### config.mk
export PLATFORM = sky130hd
export DESIGN_NAME = spi_recv_flat
export DESIGN_NICKNAME = d
export VERILOG_FILES = /design/src/rtl/spi_recv_if.sv /design/src/rtl/spi_recv.sv /design/src/flat_wrapper.sv
export SDC_FILE = /design/constraint.sdc
export NUM_CORES = 1
export LEC_CHECK = 0
export BUFFER_PORTS_ARGS = -buffer_cell sky130_fd_sc_hd__buf_4
export CAP_MARGIN = 20
export CORE_MARGIN = 4
export CORE_UTILIZATION = 58
export DETAILED_ROUTE_END_ITERATION = 16
export PLACE_DENSITY = 0.87
export SLEW_MARGIN = 30
export SYNTH_ARGS = -nofsm -noshare
export SYNTH_HDL_FRONTEND = slang
export SYNTH_SLANG_ARGS = --single-unit
### constraint.sdc
create_clock -name CLK -period 4.5 [get_ports CLK]
set_input_delay 0.9 -clock CLK [delete_from_list [all_inputs] [get_ports CLK]]
set_output_delay 0.9 -clock CLK [all_outputs]
set_load 0.1 [all_outputs]
### src/rtl/spi_recv_if.sv
// spi_recv_if: serial frame inputs and parallel word outputs of the SPI receiver
interface spi_recv_if #(
  parameter int DATA_WIDTH = 10
);
  logic                  Enable;
  logic                  SerialIN;
  logic [DATA_WIDTH-1:0] DataIN;
  logic                  DataCLK;
  modport master (output Enable, output SerialIN, input DataIN, input DataCLK);
  modport slave  (input Enable, input SerialIN, output DataIN, output DataCLK);
endinterface

### src/rtl/spi_recv.sv
// spi_recv: skips lead-in bits, shifts in an MSB-first word and strobes it out once per frame
module spi_recv #(
  parameter int DATA_WIDTH = 10,
  parameter int SKIP_BITS  = 3
) (
  input logic       CLK,
  input logic       RST_N,
  spi_recv_if.slave bus
);
  localparam int CW = $clog2(SKIP_BITS + DATA_WIDTH + 1);
  logic [CW-1:0]         cnt;
  logic [DATA_WIDTH-1:0] shreg;
  logic                  done;
  logic                  payload;
  logic                  last;
  logic [DATA_WIDTH-1:0] next_word;
  // decode where the current edge falls in the frame and the word it would complete
  always_comb begin
    payload   = cnt >= CW'(SKIP_BITS);
    last      = cnt == CW'(SKIP_BITS + DATA_WIDTH - 1);
    next_word = {shreg[DATA_WIDTH-2:0], bus.SerialIN};
  end
  // count frame edges, shift payload bits, publish the word with a one-cycle strobe
  always_ff @(posedge CLK or negedge RST_N) begin
    if (!RST_N) begin
      cnt         <= '0;
      shreg       <= '0;
      done        <= 1'b0;
      bus.DataIN  <= '0;
      bus.DataCLK <= 1'b0;
    end else if (!bus.Enable) begin
      cnt         <= '0;
      done        <= 1'b0;
      bus.DataCLK <= 1'b0;
    end else begin
      bus.DataCLK <= 1'b0;
      if (!done) begin
        cnt <= cnt + 1'b1;
        if (payload) shreg <= next_word;
        if (last) begin
          bus.DataIN  <= next_word;
          bus.DataCLK <= 1'b1;
          done        <= 1'b1;
        end
      end
    end
  end
endmodule

### src/flat_wrapper.sv
// flat-port wrapper written by rule: the top's interface ports become plain ports
module spi_recv_flat 
#(
  parameter int DATA_WIDTH = 10,
  parameter int SKIP_BITS  = 3
)
  (CLK, RST_N, bus_Enable, bus_SerialIN, bus_DataIN, bus_DataCLK);
  spi_recv_if #(.DATA_WIDTH(DATA_WIDTH)) bus_i ();
  input logic CLK;
  input logic RST_N;
  input wire logic [$bits(bus_i.Enable)-1:0] bus_Enable;
  input wire logic [$bits(bus_i.SerialIN)-1:0] bus_SerialIN;
  output wire logic [$bits(bus_i.DataIN)-1:0] bus_DataIN;
  output wire logic [$bits(bus_i.DataCLK)-1:0] bus_DataCLK;
  assign bus_i.Enable = bus_Enable;
  assign bus_i.SerialIN = bus_SerialIN;
  assign bus_DataIN = bus_i.DataIN;
  assign bus_DataCLK = bus_i.DataCLK;
  spi_recv #(.DATA_WIDTH(DATA_WIDTH), .SKIP_BITS(SKIP_BITS)) u_core (.CLK(CLK), .RST_N(RST_N), .bus(bus_i));
endmodule
Yosys cells after proc, flatten, opt, wreduce, memory -nomap -nowiden. Index checks and enable logic that the tools add are counted.

Flip-flop bits (word level): 25. Input port bits: 4. Output and inout port bits: 11. Logic and storage cells: 19.

Add/subtract/negate cells: 1. Order comparisons: 1. Equal/unequal tests: 2. Muxes and demuxes: 7. Bitwise gates (word level): 1. Reductions and logical operators: 2.

Operator list (count): 4-bit 2-to-1 mux (2); 3-bit AND reduction (2); 1-bit 2-to-1 mux (5); 4-bit by 1-bit adder with 4-bit output (second input constant) (1); 4-bit equality test (second input constant) (1); 4-bit by 2-bit greater-or-equal comparator with 1-bit output (second input constant) (1); 2-bit inequality test (second input constant) (1); 1-bit inverter (1).

Longest topological paths before layout.
Depth after elaboration: 4. Depth in mapped cells: 6. Depth with buffers taken out: 5.

Least setup slack after synthesis. OpenSTA, ideal clock, no wires.

Path kind: reg2out. Start: register u_core.bus.DataIN[0]. End: output port bus_DataIN[0]. Arrival: 0.898 ns. Data required time: 3.600 ns. Setup slack: 2.702 ns. Stages on the path, launching flop included: 1. Buffers on the path: 0. Cell sequence: dfrtp_1.

RTL lines: start: declaration (RTL line spi_recv_if.sv:10) `modport slave (input Enable, input SerialIN, output DataIN, output DataCLK);`; start signal: assignment (RTL line spi_recv.sv:41) `bus.DataIN <= next_word;`; end: declaration (RTL line flat_wrapper.sv:13) `output wire logic [$bits(bus_i.DataIN)-1:0] bus_DataIN;`.

No word-level cell between the ends.

Worst setup path after layout.
Start: register u_core.bus.DataIN[2]. End: output port bus_DataIN[2].

No word-level cell between the ends.

==> results <==
- In this run the clock root is driven by a clkbuf_4.
- The origin of the critical flop-to-flop path is u_core.cnt[0]$_DFFE_PN0P_.
- The number of maximum-capacitance constraint violations is 0.
- Hold repair after CTS inserted 0 buffers.
- The count of port buffers added during placement is 14.
- The maximum number of pins on one net before global-route repair is 26.
- The overflow left after global routing is 0.
- By startpoint and endpoint, the worst setup path is classified as flip-flop to output port.
- In the layout the commonest cells are 25 x dfrtp_1, 14 x buf_4, 10 x mux2_2.
- The relative slew slack is 0.537.
- In the routed layout, each cell is associated on average with a via count of 4.99.
- The initial standard-cell utilization of the core is 0.606.
- For this block, the via count after detailed routing is ~540.
- The transition at the pin with the smallest max-transition slack is approximately 0.69 ns.
- The clock latency at the later pin of the worst-skew pair is between 0.3 and 0.4 ns.
- The signal on the critical path passes through buf_4.
- The combined area of the multi-input logic cells is 398 µm².
- The floorplan core area is 0.00173 mm².
- The number of setup violations in the final report is 0.
- The global router's overall resource usage is 0.143.
- The cell area that synthesis handed to floorplanning was roughly 0.0010 mm².
- The endpoint identified for the worst register-to-register timing path is u_core.bus.DataIN[8]$_DFFE_PN0P_.
- The number of primary I/O pins is 15.
- The final count of pins violating max slew came to 0.
- The routed design has 1.54 mm of wire.
- After clock tree synthesis, the setup repair step added 0 buffers.
- In this run, post-CTS repair resized a total of 0 instances.
- Summing all placed instances gives a cell area of approximately 0.0012 mm².
- The number of warnings printed during yosys synthesis is 0.
- The clock slew at the register clock pins of the worst setup and hold paths is 0.12 ns.
- The number of fillers in the final layout is around 130.
- The critical path buffer and inverter count is 1.
- When the netlist entered floorplanning its net count stood at between 70 and 80.
- The die span in x is 50.5 µm.
- The total DRC errors in the routed layout is 0.
- The total power divided by cell area is roughly 360 mW/mm².
- The final period demand of the worst path is 1.91 ns.
- The number of nets with antenna violations after detailed routing is 0.
- For the worst setup path, the data arrival time is about 1.0 ns.
- The slowest stage of the critical path belongs to the cell dfrtp_1.
- The fraction of final layout cells with drive strength greater than 1 is 0.470.
- The post-layout instance area is ~0.0012 mm².
- The worst setup skew after layout is 0.00259 ns.
- The number of H-tree branching levels is 1.
- Summed over all failing endpoints, the final setup total negative slack is 0 ns.
- Tracing the worst setup path back leads to its startpoint at u_core.bus.DataIN[2]$_DFFE_PN0P_.
- In this run the register-to-register setup slack is between 2 and 3 ns.
- The flow ran to the end, and the final reports show no timing, DRC or antenna violations.
- The number of library cell types mapped by synthesis is 18.
- The violation count after the first detailed-route iteration is 5.
- The first detailed-routing pass ran for 3 iterations.
- The post-layout net count is 90.
- Once detailed placement completed, the half-perimeter wirelength came to 1.13 mm.
- The initial antenna violation count is 0.
- The count of cells along the worst register-to-register path is 5.
- VDD sags by at most 0.266 mV.
- The reported leakage power is 0.584 nW.
- The worst setup path is captured at an output port.
- The final count of hold timing violations came to 0.
- At the worst endpoint, the required time is roughly 3.6 ns.
- Measured along the y axis, the die boundary spans around 50 µm.
- In this run, synthesis produced a sequential element count of 25.
- The average routed wire per standard cell is between 10 and 15 µm.
- Averaged over all synthesized cells, the footprint is between 15 and 20 µm².
- On the worst path, the slowest cell contributes a delay of approximately 0.40 ns.
- The die covers 0.00255 mm².
- The class of the worst hold path is primary input to asynchronous set/reset pin.
- Counting every instance in the synthesized netlist gives 66.
- The number of core rows is 15.
- The via count of the first global-routing pass came to approximately 560.
- For this design, the sink count on the clock tree is 25.
- The worst-path maximum fanout is 2.
- Leaving out fill and tap cells, the most frequent cell in the layout is dfrtp_1.
- The family of cells with the greatest summed delay on the critical path is flip-flops.
- The first global-routing pass estimated roughly 2.6 mm of wire.
- Setup repair after global routing left no endpoint under its margin.
- Of the synthesized area, sequential elements account for 0.598.
- In this run the deepest clock path goes through 2 buffers.
- Registers take 626 µm².
- The fmax is ~0.52 GHz.
- The element type at the critical path start is a flip-flop.
- The portion of the clock cycle consumed by the worst path in the final layout is 0.424.
- The number of inserted diodes is 0.
- The synthesis-to-layout area growth is 14.5%.
- The number of clock buffers added by TritonCTS is 3.
- Routability-driven placement finished with a final weighted congestion of between 0.6 and 0.7.
- TritonCTS built the clock tree.
[state kept, by name, indices dropped and copies added (netlist names)]
register and cells:
u_core.done 1, u_core.cnt 4, u_core.bus.DataIN 10, u_core.shreg 9, u_core.bus.DataCLK 1
[synth_stat cells]
cell type  instances  area (µm²)
a21boi_0           1        7.51
and2_1             3        18.8
buf_6              1        11.3
dfrtp_1           25         626
ha_1               2        25.0
inv_1              3        11.3
mux2_2            10         113
mux2_4             9         135
mux2i_1            1        10.0
nand2b_1           1        6.26
nand2b_4           1        13.8
nand3_1            1        5.00
nand4b_1           1        8.76
nor2_2             1        6.26
nor2_4             1        11.3
nor2b_1            1        6.26
nor3_1             1        5.00
xnor2_1            3        26.3
[per-stage QoR]
stage                     hold slack, ns  total power, mW   util  cells  worst slack [ns]
after floorplan                    0.477            0.314      -     66              2.70
after global routing               0.457            0.451  0.693    108              2.52
after detailed placement           0.498            0.335  0.678    104              2.33
after CTS                          0.464            0.431  0.693    108              2.57
final                              0.457            0.426  0.693    108              2.59
after global placement             0.488            0.329  0.678    104              2.36
[power breakdown]
part / internal (mW) / leakage (nW) / switching [mW] / total, mW
logic: 0.0304 / 0.231 / 0.0228 / 0.0532
registers: 0.253 / 0.339 / 0.0226 / 0.276
clock network: 0.0346 / 0.0150 / 0.0620 / 0.0966
total: 0.318 / 0.584 / 0.107 / 0.426
[final cells by class]
type	instances	area share
Sequential cell	25	0.522
Multi-Input combinational cell	37	0.332
Tap cell	25	0.0261
Inverter	3	0.00940
Timing Repair Buffer	14	0.0878
Clock buffer	4	0.0219
[logic make-up after synthesis]
logic type               count (synthesis)  share of synthesized area
AO/OA/AOI/OAI                            1                    0.00718
XOR/XNOR                                 3                     0.0251
adder cells (fa/ha/maj)                  2                     0.0239
buffers and inverters                    4                     0.0215
flip-flops                              25                      0.598
multiplexers                            20                      0.246
AND/OR/NAND/NOR                         11                     0.0778
[layer usage]
layer | global-route usage | vias up | part of all wire
li1 | - | 258 | -
met4 | 0.0538 | 0 | 0.017
met1 | 0.181 | 266 | 0.45
met2 | 0.228 | 13 | 0.49
met3 | 0.0445 | 2 | 0.051
met5 | 0 | - | 0
[worst max-delay path by stage]
stage | endpoint | slack [ns] | depth (start not counted)
2_1_floorplan | bus_DataIN[0] | 2.70 | 0
4_1_cts | bus_DataIN[2] | 2.57 | 1
3_5_place_dp | u_core.bus.DataIN[8]$_DFFE_PN0P_ | 2.33 | 4
6_report | bus_DataIN[2] | 2.59 | 1
5_1_grt | u_core.bus.DataIN[8]$_DFFE_PN0P_ | 2.52 | 5
3_3_place_gp | u_core.bus.DataIN[8]$_DFFE_PN0P_ | 2.36 | 4
(Power assumes the default switching activity.)
